[config.mk]
export PLATFORM = sky130hd
export DESIGN_NAME = lc3_ctrl_fsm_flat
export DESIGN_NICKNAME = d
export VERILOG_FILES = /design/src/rtl/lc3_ctrl_fsm_pkg.sv /design/src/rtl/lc3_ctrl_fsm_if.sv /design/src/rtl/lc3_ctrl_fsm_mem_wait_timer.sv /design/src/rtl/lc3_ctrl_fsm.sv /design/src/flat_wrapper.sv
export SDC_FILE = /design/constraint.sdc
export NUM_CORES = 1
export LEC_CHECK = 0
export CORE_MARGIN = 3
export CORE_UTILIZATION = 62
export CTS_CLUSTER_DIAMETER = 200
export DETAILED_ROUTE_END_ITERATION = 7
export DONT_BUFFER_PORTS = 1
export PLACE_DENSITY = 0.84
export SETUP_SLACK_MARGIN = 0.1
export SLEW_MARGIN = 20
export SYNTH_ARGS = -nofsm -noshare
export SYNTH_HDL_FRONTEND = slang
export SYNTH_SLANG_ARGS = --single-unit
[constraint.sdc]
create_clock -name Clk -period 2.5 [get_ports Clk]
set_clock_uncertainty 0.2 [all_clocks]
set_input_delay 0.25 -clock Clk [delete_from_list [all_inputs] [get_ports Clk]]
set_output_delay 0.25 -clock Clk [all_outputs]
set_load 0.01 [all_outputs]
[src/rtl/lc3_ctrl_fsm_pkg.sv]
// Shared encodings for the LC-3 control FSM: state codes, opcodes and datapath mux selects.
// State codes are plain 5-bit constants so legacy code can compare against them directly.
package lc3_ctrl_fsm_pkg;

  typedef logic [4:0] state_t;

  localparam state_t S_HALTED = 5'd0;
  localparam state_t S_18     = 5'd1;
  localparam state_t S_33     = 5'd2;
  localparam state_t S_35     = 5'd3;
  localparam state_t S_32     = 5'd4;
  localparam state_t S_01     = 5'd5;
  localparam state_t S_05     = 5'd6;
  localparam state_t S_09     = 5'd7;
  localparam state_t S_00     = 5'd8;
  localparam state_t S_22     = 5'd9;
  localparam state_t S_12     = 5'd10;
  localparam state_t S_04     = 5'd11;
  localparam state_t S_21     = 5'd12;
  localparam state_t S_20     = 5'd13;
  localparam state_t S_06     = 5'd14;
  localparam state_t S_07     = 5'd15;
  localparam state_t S_25     = 5'd16;
  localparam state_t S_27     = 5'd17;
  localparam state_t S_23     = 5'd18;
  localparam state_t S_16     = 5'd19;
  localparam state_t S_PAUSE1 = 5'd20;
  localparam state_t S_PAUSE2 = 5'd21;

  localparam logic [3:0] OP_BR  = 4'b0000;
  localparam logic [3:0] OP_ADD = 4'b0001;
  localparam logic [3:0] OP_JSR = 4'b0100;
  localparam logic [3:0] OP_AND = 4'b0101;
  localparam logic [3:0] OP_LDR = 4'b0110;
  localparam logic [3:0] OP_STR = 4'b0111;
  localparam logic [3:0] OP_NOT = 4'b1001;
  localparam logic [3:0] OP_JMP = 4'b1100;
  localparam logic [3:0] OP_PSE = 4'b1101;

  localparam logic [1:0] PCMUX_PC1   = 2'b00;
  localparam logic [1:0] PCMUX_ADDER = 2'b10;

  localparam logic [1:0] ADDR2_ZERO  = 2'b00;
  localparam logic [1:0] ADDR2_OFF6  = 2'b01;
  localparam logic [1:0] ADDR2_OFF9  = 2'b10;
  localparam logic [1:0] ADDR2_OFF11 = 2'b11;

  localparam logic [1:0] ALUK_ADD   = 2'b00;
  localparam logic [1:0] ALUK_AND   = 2'b01;
  localparam logic [1:0] ALUK_NOT   = 2'b10;
  localparam logic [1:0] ALUK_PASSA = 2'b11;

  // States whose successor is a memory wait state, so the wait counter must restart.
  function automatic logic wait_entry(input state_t s);
    return (s == S_18) || (s == S_06) || (s == S_23);
  endfunction

endpackage

[src/rtl/lc3_ctrl_fsm_if.sv]
// Control bundle between the LC-3 sequencer (master) and the IR/datapath/SRAM side (slave).
interface lc3_ctrl_fsm_if;
  logic       Run;
  logic       Continue;
  logic [3:0] Opcode;
  logic       IR_5;
  logic       IR_11;
  logic       BEN;

  logic       LD_MAR, LD_MDR, LD_IR, LD_BEN, LD_CC, LD_REG, LD_PC, LD_LED;
  logic       GatePC, GateMDR, GateALU, GateMARMUX;
  logic [1:0] PCMUX;
  logic       DRMUX, SR1MUX, SR2MUX, ADDR1MUX;
  logic [1:0] ADDR2MUX;
  logic [1:0] ALUK;
  logic       Mem_CE, Mem_UB, Mem_LB, Mem_OE, Mem_WE;

  modport master (
    input  Run, Continue, Opcode, IR_5, IR_11, BEN,
    output LD_MAR, LD_MDR, LD_IR, LD_BEN, LD_CC, LD_REG, LD_PC, LD_LED,
    output GatePC, GateMDR, GateALU, GateMARMUX,
    output PCMUX, DRMUX, SR1MUX, SR2MUX, ADDR1MUX, ADDR2MUX, ALUK,
    output Mem_CE, Mem_UB, Mem_LB, Mem_OE, Mem_WE
  );

  modport slave (
    output Run, Continue, Opcode, IR_5, IR_11, BEN,
    input  LD_MAR, LD_MDR, LD_IR, LD_BEN, LD_CC, LD_REG, LD_PC, LD_LED,
    input  GatePC, GateMDR, GateALU, GateMARMUX,
    input  PCMUX, DRMUX, SR1MUX, SR2MUX, ADDR1MUX, ADDR2MUX, ALUK,
    input  Mem_CE, Mem_UB, Mem_LB, Mem_OE, Mem_WE
  );
endinterface

[src/rtl/lc3_ctrl_fsm_mem_wait_timer.sv]
// SRAM access timer: restarts at zero on start and flags the last cycle of a MEM_WAIT-long access.
module lc3_ctrl_fsm_mem_wait_timer #(
  parameter int MEM_WAIT = 2
) (
  input  logic Clk,
  input  logic Reset,
  input  logic start,
  output logic done
);
  localparam int CNT_W = $clog2(MEM_WAIT + 1);
  localparam logic [CNT_W-1:0] CNT_LAST = CNT_W'(MEM_WAIT - 1);

  logic [CNT_W-1:0] wait_cnt_r;

  // Counter saturates on the last cycle so it never wraps while parked outside a wait state.
  always_ff @(posedge Clk or posedge Reset) begin
    if (Reset) begin
      wait_cnt_r <= CNT_W'(0);
    end else if (start) begin
      wait_cnt_r <= CNT_W'(0);
    end else if (!done) begin
      wait_cnt_r <= wait_cnt_r + CNT_W'(1);
    end else begin
      wait_cnt_r <= wait_cnt_r;
    end
  end

  assign done = (wait_cnt_r == CNT_LAST);
endmodule

[src/rtl/lc3_ctrl_fsm.sv]
// SLC-3 fetch/decode/execute sequencer with Moore-decoded control outputs and a
// parameterised SRAM wait length; optional PAUSE opcode.
module lc3_ctrl_fsm
  import lc3_ctrl_fsm_pkg::*;
#(
  parameter int MEM_WAIT = 2,
  parameter bit PAUSE_EN = 1'b1
) (
  input  logic               Clk,
  input  logic               Reset,
  lc3_ctrl_fsm_if.master     bus
);
  state_t state_r;
  state_t next_state_s;
  logic   wait_start_s;
  logic   wait_done_s;

  assign wait_start_s = wait_entry(state_r);

  lc3_ctrl_fsm_mem_wait_timer #(.MEM_WAIT(MEM_WAIT)) u_timer (
    .Clk   (Clk),
    .Reset (Reset),
    .start (wait_start_s),
    .done  (wait_done_s)
  );

  // State register.
  always_ff @(posedge Clk or posedge Reset) begin
    if (Reset) begin
      state_r <= S_HALTED;
    end else begin
      state_r <= next_state_s;
    end
  end

  // Next-state logic; any encoding outside the table recovers through fetch.
  always_comb begin
    next_state_s = S_18;
    case (state_r)
      S_HALTED: begin
        if (bus.Run) next_state_s = S_18;
        else         next_state_s = S_HALTED;
      end
      S_18: next_state_s = S_33;
      S_33: begin
        if (wait_done_s) next_state_s = S_35;
        else             next_state_s = S_33;
      end
      S_35: next_state_s = S_32;
      S_32: begin
        case (bus.Opcode)
          OP_ADD:  next_state_s = S_01;
          OP_AND:  next_state_s = S_05;
          OP_NOT:  next_state_s = S_09;
          OP_BR:   next_state_s = S_00;
          OP_JMP:  next_state_s = S_12;
          OP_JSR:  next_state_s = S_04;
          OP_LDR:  next_state_s = S_06;
          OP_STR:  next_state_s = S_07;
          OP_PSE: begin
            if (PAUSE_EN) next_state_s = S_PAUSE1;
            else          next_state_s = S_18;
          end
          default: next_state_s = S_18;
        endcase
      end
      S_00: begin
        if (bus.BEN) next_state_s = S_22;
        else         next_state_s = S_18;
      end
      S_04: begin
        if (bus.IR_11) next_state_s = S_21;
        else           next_state_s = S_20;
      end
      S_06: next_state_s = S_25;
      S_25: begin
        if (wait_done_s) next_state_s = S_27;
        else             next_state_s = S_25;
      end
      S_07: next_state_s = S_23;
      S_23: next_state_s = S_16;
      S_16: begin
        if (wait_done_s) next_state_s = S_18;
        else             next_state_s = S_16;
      end
      S_PAUSE1: begin
        if (bus.Continue) next_state_s = S_PAUSE2;
        else              next_state_s = S_PAUSE1;
      end
      S_PAUSE2: begin
        if (bus.Continue) next_state_s = S_PAUSE2;
        else              next_state_s = S_18;
      end
      default: next_state_s = S_18;
    endcase
  end

  // Moore output decode; strobes are active-low and only one bus gate is ever raised.
  always_comb begin
    bus.LD_MAR     = 1'b0;
    bus.LD_MDR     = 1'b0;
    bus.LD_IR      = 1'b0;
    bus.LD_BEN     = 1'b0;
    bus.LD_CC      = 1'b0;
    bus.LD_REG     = 1'b0;
    bus.LD_PC      = 1'b0;
    bus.LD_LED     = 1'b0;
    bus.GatePC     = 1'b0;
    bus.GateMDR    = 1'b0;
    bus.GateALU    = 1'b0;
    bus.GateMARMUX = 1'b0;
    bus.PCMUX      = PCMUX_PC1;
    bus.DRMUX      = 1'b0;
    bus.SR1MUX     = 1'b0;
    bus.SR2MUX     = 1'b0;
    bus.ADDR1MUX   = 1'b0;
    bus.ADDR2MUX   = ADDR2_ZERO;
    bus.ALUK       = ALUK_ADD;
    bus.Mem_CE     = 1'b0;
    bus.Mem_UB     = 1'b0;
    bus.Mem_LB     = 1'b0;
    bus.Mem_OE     = 1'b1;
    bus.Mem_WE     = 1'b1;
    case (state_r)
      S_18: begin
        bus.GatePC = 1'b1; bus.LD_MAR = 1'b1; bus.LD_PC = 1'b1; bus.PCMUX = PCMUX_PC1;
      end
      S_33: begin
        bus.Mem_OE = 1'b0; bus.LD_MDR = wait_done_s;
      end
      S_35: begin
        bus.GateMDR = 1'b1; bus.LD_IR = 1'b1;
      end
      S_32: bus.LD_BEN = 1'b1;
      S_01, S_05: begin
        bus.SR1MUX = 1'b1; bus.SR2MUX = bus.IR_5;
        bus.ALUK   = (state_r == S_05) ? ALUK_AND : ALUK_ADD;
        bus.GateALU = 1'b1; bus.LD_REG = 1'b1; bus.LD_CC = 1'b1;
      end
      S_09: begin
        bus.SR1MUX = 1'b1; bus.ALUK = ALUK_NOT;
        bus.GateALU = 1'b1; bus.LD_REG = 1'b1; bus.LD_CC = 1'b1;
      end
      S_22: begin
        bus.ADDR1MUX = 1'b0; bus.ADDR2MUX = ADDR2_OFF9; bus.PCMUX = PCMUX_ADDER; bus.LD_PC = 1'b1;
      end
      S_12, S_20: begin
        bus.SR1MUX = 1'b1; bus.ADDR1MUX = 1'b1; bus.ADDR2MUX = ADDR2_ZERO;
        bus.PCMUX  = PCMUX_ADDER; bus.LD_PC = 1'b1;
      end
      // PC already holds the return address here, so R7 is written before PC moves.
      S_04: begin
        bus.GatePC = 1'b1; bus.DRMUX = 1'b1; bus.LD_REG = 1'b1;
      end
      S_21: begin
        bus.ADDR1MUX = 1'b0; bus.ADDR2MUX = ADDR2_OFF11; bus.PCMUX = PCMUX_ADDER; bus.LD_PC = 1'b1;
      end
      S_06, S_07: begin
        bus.SR1MUX = 1'b1; bus.ADDR1MUX = 1'b1; bus.ADDR2MUX = ADDR2_OFF6;
        bus.GateMARMUX = 1'b1; bus.LD_MAR = 1'b1;
      end
      S_25: begin
        bus.Mem_OE = 1'b0; bus.LD_MDR = wait_done_s;
      end
      S_27: begin
        bus.GateMDR = 1'b1; bus.LD_REG = 1'b1; bus.LD_CC = 1'b1;
      end
      S_23: begin
        bus.SR1MUX = 1'b0; bus.ALUK = ALUK_PASSA; bus.GateALU = 1'b1; bus.LD_MDR = 1'b1;
      end
      S_16: bus.Mem_WE = 1'b0;
      S_PAUSE1, S_PAUSE2: bus.LD_LED = 1'b1;
      default: bus.LD_LED = 1'b0;
    endcase
  end
endmodule

[src/flat_wrapper.sv]
// flat-port wrapper written by rule: the top's interface ports become plain ports
module lc3_ctrl_fsm_flat import lc3_ctrl_fsm_pkg::*;
#(
  parameter int MEM_WAIT = 2,
  parameter bit PAUSE_EN = 1'b1
)
  (Clk, Reset, bus_Run, bus_Continue, bus_Opcode, bus_IR_5, bus_IR_11, bus_BEN, bus_LD_MAR, bus_LD_MDR, bus_LD_IR, bus_LD_BEN, bus_LD_CC, bus_LD_REG, bus_LD_PC, bus_LD_LED, bus_GatePC, bus_GateMDR, bus_GateALU, bus_GateMARMUX, bus_PCMUX, bus_DRMUX, bus_SR1MUX, bus_SR2MUX, bus_ADDR1MUX, bus_ADDR2MUX, bus_ALUK, bus_Mem_CE, bus_Mem_UB, bus_Mem_LB, bus_Mem_OE, bus_Mem_WE);
  lc3_ctrl_fsm_if bus_i ();
  input  logic Clk;
  input  logic Reset;
  input wire logic [$bits(bus_i.Run)-1:0] bus_Run;
  input wire logic [$bits(bus_i.Continue)-1:0] bus_Continue;
  input wire logic [$bits(bus_i.Opcode)-1:0] bus_Opcode;
  input wire logic [$bits(bus_i.IR_5)-1:0] bus_IR_5;
  input wire logic [$bits(bus_i.IR_11)-1:0] bus_IR_11;
  input wire logic [$bits(bus_i.BEN)-1:0] bus_BEN;
  output wire logic [$bits(bus_i.LD_MAR)-1:0] bus_LD_MAR;
  output wire logic [$bits(bus_i.LD_MDR)-1:0] bus_LD_MDR;
  output wire logic [$bits(bus_i.LD_IR)-1:0] bus_LD_IR;
  output wire logic [$bits(bus_i.LD_BEN)-1:0] bus_LD_BEN;
  output wire logic [$bits(bus_i.LD_CC)-1:0] bus_LD_CC;
  output wire logic [$bits(bus_i.LD_REG)-1:0] bus_LD_REG;
  output wire logic [$bits(bus_i.LD_PC)-1:0] bus_LD_PC;
  output wire logic [$bits(bus_i.LD_LED)-1:0] bus_LD_LED;
  output wire logic [$bits(bus_i.GatePC)-1:0] bus_GatePC;
  output wire logic [$bits(bus_i.GateMDR)-1:0] bus_GateMDR;
  output wire logic [$bits(bus_i.GateALU)-1:0] bus_GateALU;
  output wire logic [$bits(bus_i.GateMARMUX)-1:0] bus_GateMARMUX;
  output wire logic [$bits(bus_i.PCMUX)-1:0] bus_PCMUX;
  output wire logic [$bits(bus_i.DRMUX)-1:0] bus_DRMUX;
  output wire logic [$bits(bus_i.SR1MUX)-1:0] bus_SR1MUX;
  output wire logic [$bits(bus_i.SR2MUX)-1:0] bus_SR2MUX;
  output wire logic [$bits(bus_i.ADDR1MUX)-1:0] bus_ADDR1MUX;
  output wire logic [$bits(bus_i.ADDR2MUX)-1:0] bus_ADDR2MUX;
  output wire logic [$bits(bus_i.ALUK)-1:0] bus_ALUK;
  output wire logic [$bits(bus_i.Mem_CE)-1:0] bus_Mem_CE;
  output wire logic [$bits(bus_i.Mem_UB)-1:0] bus_Mem_UB;
  output wire logic [$bits(bus_i.Mem_LB)-1:0] bus_Mem_LB;
  output wire logic [$bits(bus_i.Mem_OE)-1:0] bus_Mem_OE;
  output wire logic [$bits(bus_i.Mem_WE)-1:0] bus_Mem_WE;
  assign bus_i.Run = bus_Run;
  assign bus_i.Continue = bus_Continue;
  assign bus_i.Opcode = bus_Opcode;
  assign bus_i.IR_5 = bus_IR_5;
  assign bus_i.IR_11 = bus_IR_11;
  assign bus_i.BEN = bus_BEN;
  assign bus_LD_MAR = bus_i.LD_MAR;
  assign bus_LD_MDR = bus_i.LD_MDR;
  assign bus_LD_IR = bus_i.LD_IR;
  assign bus_LD_BEN = bus_i.LD_BEN;
  assign bus_LD_CC = bus_i.LD_CC;
  assign bus_LD_REG = bus_i.LD_REG;
  assign bus_LD_PC = bus_i.LD_PC;
  assign bus_LD_LED = bus_i.LD_LED;
  assign bus_GatePC = bus_i.GatePC;
  assign bus_GateMDR = bus_i.GateMDR;
  assign bus_GateALU = bus_i.GateALU;
  assign bus_GateMARMUX = bus_i.GateMARMUX;
  assign bus_PCMUX = bus_i.PCMUX;
  assign bus_DRMUX = bus_i.DRMUX;
  assign bus_SR1MUX = bus_i.SR1MUX;
  assign bus_SR2MUX = bus_i.SR2MUX;
  assign bus_ADDR1MUX = bus_i.ADDR1MUX;
  assign bus_ADDR2MUX = bus_i.ADDR2MUX;
  assign bus_ALUK = bus_i.ALUK;
  assign bus_Mem_CE = bus_i.Mem_CE;
  assign bus_Mem_UB = bus_i.Mem_UB;
  assign bus_Mem_LB = bus_i.Mem_LB;
  assign bus_Mem_OE = bus_i.Mem_OE;
  assign bus_Mem_WE = bus_i.Mem_WE;
  lc3_ctrl_fsm #(.MEM_WAIT(MEM_WAIT), .PAUSE_EN(PAUSE_EN)) u_core (.Clk(Clk), .Reset(Reset), .bus(bus_i));
endmodule
# Word level (Yosys, flattened, before mapping)
# Index checks and enable logic that the tools add are counted.
# totals
regBits	7
input_bits	11
out_inout_bits	27
elab_cells	86
# classes
addsub	1
eq_ne	31
mux	34
n_reduce_logical	18
# op_table
op	count
$pmux 5 s14	1
$pmux 5 s9	1
$eq 5x4->1 const B	8
$eq 5x5->1 const B	6
$mux 1	23
$eq 5x3->1 const B	4
$eq 4x3->1 const B	4
$reduce_or 4->1	4
$eq 4x4->1 const B	3
$pmux 2 s3	2
$reduce_or 2->1	6
$eq 5x2->1 const B	2
$mux 5	2
$reduce_or 5->1	2
$reduce_or 7->1	1
$mux 2	3
$eq 5x1->1 const B	1
$logic_not 5->1	1
$eq 4x1->1 const B	1
$logic_not 4->1	1
$mux 4	1
$reduce_or 3->1	1
$add 2x1->2 const B	1
$eq 2x1->1 const B	1
3 further kinds	4

# Logic depth before layout (Yosys ltp)
# depth
depth_word	4
ltp_mapped	7
ltp_nobuf	6

# By module
# Synthesis repeated with hierarchy kept, for this count alone.
# unflattened
cells_unflattened	145
hier_area_um2	994.7
# modules_own_cells
module	n_inst	cells_per_inst	area_per_inst_um2	seq_area_each_um2
lc3_ctrl_fsm	1	136	898.4	125.1
lc3_ctrl_fsm_mem_wait_timer	1	9	96.3	50.0

# Least setup slack after synthesis
# No wires, ideal clock.
# synth_timing
kind	flip-flop to flip-flop
start	register u_core.u_timer.wait_cnt_r[0]
end	register u_core.state_r[0]
setup_ps	139
arrival_ps	1545
t_required_ps	2161
setup_slack_ps	616
stages_incl_launch_ff	7
n_path_buf	1
synth_period_minus_slack_ps	1884
cell_sequence	dfrtp_1 -> ha_1 -> clkbuf_1 -> inv_1 -> o21ai_1 -> a32o_1 -> or4_1
# synth_via
elab_chain_len	3
elab_cells_between_ends	4
cone_classes	1 x eq/ne; 3 x mux
# synth_lines
element	line	source
start, declared	lc3_ctrl_fsm_mem_wait_timer.sv:13	logic [CNT_W-1:0] wait_cnt_r;
start signal, assigned	lc3_ctrl_fsm_mem_wait_timer.sv:22	wait_cnt_r <= wait_cnt_r + CNT_W'(1);
start signal, assigned	lc3_ctrl_fsm_mem_wait_timer.sv:24	wait_cnt_r <= wait_cnt_r;
$eq 2x1->1 *	lc3_ctrl_fsm_mem_wait_timer.sv:28	assign done = (wait_cnt_r == CNT_LAST);
$mux 1	lc3_ctrl_fsm.sv:46, lc3_ctrl_fsm.sv:77	
$pmux 5 s14 *	lc3_ctrl_fsm.sv:39	case (state_r)
named net u_core.next_state_s[0]	lc3_ctrl_fsm.sv:14	state_t next_state_s;
end signal, assigned	lc3_ctrl_fsm.sv:32	state_r <= next_state_s;
end, declared	lc3_ctrl_fsm.sv:13	state_t state_r;
# The timed path passes the listed nets; every way through them passes the cells marked *.
# A chain may end at the register's enable or synchronous reset.

# Worst setup path in the final report
# layout_timing
start	register u_core.state_r[0]
end	output bus_LD_PC
# layout_via
elab_chain_len	3
elab_cells_between_ends	7
cone_classes	5 x eq/ne; 1 x mux; 1 x reduce/logical
# layout_lines
element	line	source
$eq 5x4->1 or $eq 5x1->1 (tied branches)	lc3_ctrl_fsm.sv:124	case (state_r)
$reduce_or 5->1 (no source line) *	n/a	
$mux 1 *	lc3_ctrl_fsm.sv:124	
end, declared	flat_wrapper.sv:23	output wire logic [$bits(bus_i.LD_PC)-1:0] bus_LD_PC;
# Every way passes the cells marked *; elsewhere a longest branch is shown, timed or not.

==> flow_summary.yaml <==
worst_setup_path:
  cp-startpoint: "u_core.state_r[0]"
  critPathRequiredTime_ns: 2.05
  cp-start-kind: "register"
  reg2reg_depth: 4
  path_buf_inv: 1
  cp.depth: 4
  cp_top_family: "flip-flops"
  crit_path_end_kind: "output pin"
  critical_path.max_fanout: 12
  r2r-end: "u_core.state_r[0]"
  cp_cell_sequence: "inv_1, nand2_1, o32a_1, nor2_1"
  cpPeakStageDelay_ns: 0.50
  worst_setup_path_endpoint: "bus_LD_PC"
  r2r-start: "u_core.state_r[2]"
  rrSetupSlack_ns: 0.44
  crit_slowest_cell: "dfrtp_1"
  timing_worst_setup_path_type: "reg -> out"
  worstPathArrival_ns: 1.80
pwr:
  p_per_area_nw_per_um2: 1279
  peakVddDrop_v: 0.0007116
  power.leakage_nw: 0.4348
yosys:
  synth.avg_cell_area_um2: 6.733
  synth_top_family_by_area: "simple AND/OR/NAND/NOR gates"
  synthesis.area_um2: 989.7
  async_flop_share_pct: 100.0
  synth-adder-area-share_pct: 1.264
  ys_seq_area_share_pct: 17.70
  synth_top_cell_area_share_pct: 17.70
  synthSimpleGateAreaFrac_pct: 33.25
  synth_xor_area_share_pct: 6.195
  synthCells: 147
  synthTopCellsByArea: "dfrtp_1, a21oi_1, nand2_1"
  synth_top_area_cell: "dfrtp_1"
  synth_mux_area_share_pct: 2.023
  synth_cell_type_count: 47
  ys_top_cells_by_count: "nand2_1, a21oi_1, nor2_1"
  synth-edff-count: 0
  ys_warn_count: 0
  post-synth-top-count-cell: "nand2_1"
  synth-main-ff-cell: "dfrtp_1"
  synth_compound_area_share_pct: 25.92
  synth-seq-cells: 7
outcome:
  status: "finished clean"
flow_run:
  cap_violations: 0
timing:
  min_period_over_period_pct: 90.08
  slew-limit-headroom_pct: 64.64
  final_hold_viol_count: 0
  finalMaxSlewViolations: 0
  whs_ns: 0.02843
  finalSetupTns_ns: 0
  worst_pin_slew_ns: 0.5255
  setup_viol: 0
  timing.fmax_mhz: 444.0
  rsz0062_at_grt: "false"
  fin_crit_ns: 2.252
clock_network:
  numCtsBuffers: 3
  htreeDepth: 1
  clk_path_buf_depth: 2
  cts_tree: "yes"
  cts-root-buf: "clkbuf_4"
  insertion_delay_ns: 0.26
  clkTransAtPathRegs_ns: 0.06
  clkSinkCount: 7
min_path:
  min_path_type: "in -> reg"
die:
  io_pins: 38
  start_util_pct: 70.75
  core_area_um2: 1399
  die_w_um: 45.96
  die_area_um2: 2112
  die_y_um: 45.96
  num_rows: 13
detailed_routing:
  drt_iter0_drc: 61
  drc_errors: 0
  post_drt_wl_per_cell_um: 16.83
  routed-via-count: 1069
  drt_wl_total_um: 2727
  routed_via_density: 6.599
  drtAntennaViolNets: 0
  first_pass_iters: 4
final_layout:
  multi_input_area_um2: 694.4
  regArea_um2: 176.4
  nets: 160
  syn2layout_area_growth_pct: 4.931
  drive_above_1_share_pct: 10.20
  diodes: 0
  nFillCells: 126
placement:
  place_congestion: 0.8258
  hpwl_um: 1903
  io_buffers: 0
global_routing:
  overflow: 0
  globalRouteTotalUtil_pct: 29.67
  antenna_found_initial: 0
  grt_start_max_net_pins: 31
  grt_pass1_wl_um: 4471
  grt_pass1_vias: 970
cells by family (layout without fill, tap and decap cells):
logic type,count (synthesis),count (layout)
AO/OA/AOI/OAI,41,41
buffers and inverters,25,22
other,1,4
AND/OR/NAND/NOR,63,63
XOR/XNOR,7,7
multiplexers,2,2
flip-flops,7,7
adder cells (fa/ha/maj),1,1
worst min path at each step:
stage / start / end / slack (ns) / depth (start not counted)
3_5_place_dp: Reset / u_core.state_r[4] / -0.11 / 1
5_1_grt: bus_BEN / u_core.state_r[3] / 0.02 / 2
4_1_cts: bus_BEN / u_core.state_r[3] / 0.01 / 2
3_3_place_gp: Reset / u_core.state_r[4] / -0.12 / 1
2_1_floorplan: Reset / u_core.state_r[0] / -0.15 / 1
6_report: bus_BEN / u_core.state_r[3] / 0.03 / 2
layout make-up:
class                   instances  area share [%]
clock inverters                 1          0.4819
repair buffers                 11           9.157
inverters                       7           2.530
flip-flops and latches          7           16.99
well taps                      15           1.807
multi-input cells             118           66.87
clock buffers                   3           2.169
per-stage QoR:
step / power (mW) / utilization [%] / worst slack [ns] / cells / cell area (um2)
2_1_floorplan: 1.033 / - / 0.6164 / 150 / 1001
3_3_place_gp: 1.141 / 68.60 / 0.4385 / 153 / 959.7
3_5_place_dp: 1.183 / 68.60 / 0.3699 / 153 / 959.7
4_1_cts: 1.303 / 74.15 / 0.1970 / 162 / 1037
5_1_grt: 1.446 / 74.24 / 0.1490 / 162 / 1039
6_report: 1.328 / 74.24 / 0.2479 / 162 / 1039
placed cells by master (no fill, tap or decap), types with 2 or more instances in the layout:
| master | instances |
|---|---|
| nor2b_1 | 7 |
| o21ai_1 | 3 |
| conb_1 | 4 |
| o22ai_1 | 3 |
| mux2i_1 | 2 |
| buf_4 | 6 |
| a22oi_1 | 2 |
| nand2_1 | 15 |
| xor2_1 | 4 |
| nor2_1 | 12 |
| nand2b_1 | 3 |
| dfrtp_1 | 6 |
| nor3_1 | 7 |
| a211oi_1 | 2 |
| a21oi_1 | 13 |
| dlygate4sd3_1 | 5 |
| o21ai_0 | 8 |
| inv_1 | 7 |
| nand3_1 | 4 |
| clkbuf_4 | 3 |
| xnor2_1 | 3 |
| nor3b_1 | 3 |
layer usage:
layer	global-route usage, %	up-vias	part of all wire, %
li1	-	507	-
met1	37.71	483	38
met2	48.08	75	49
met3	7.510	4	12
met4	10.23	0	1.1
met5	0	-	0
timing repair:
| action | in CTS | in global routing |
|---|---|---|
| hold buffers | 5 | 0 |
| hold endpoints to repair | 10 | 0 |
| setup buffers | 0 | 0 |
| resized for setup | 0 | 1 |
| endpoints found under the setup margin | 0 | 3 |
worst register-to-register path: stages, from the launching register on:
cell	delay (ns)
dfrtp_2	0.54
nor2_2	0.32
o21ai_1	0.14
a32o_1	0.26
or4_1	0.49
report_power, final:
part | total (mW) | internal, mW | switching (mW)
Sequential | 0.280 | 0.165 | 0.115
Clock | 0.109 | 0.0589 | 0.0503
Combinational | 0.939 | 0.364 | 0.575
Total | 1.33 | 0.588 | 0.740
registers in the layout, indices dropped and copies added, names as in the netlist:
register,count
u_core.state_r,5
u_core.u_timer.wait_cnt_r,2
Power figures use the tool's default switching activity.
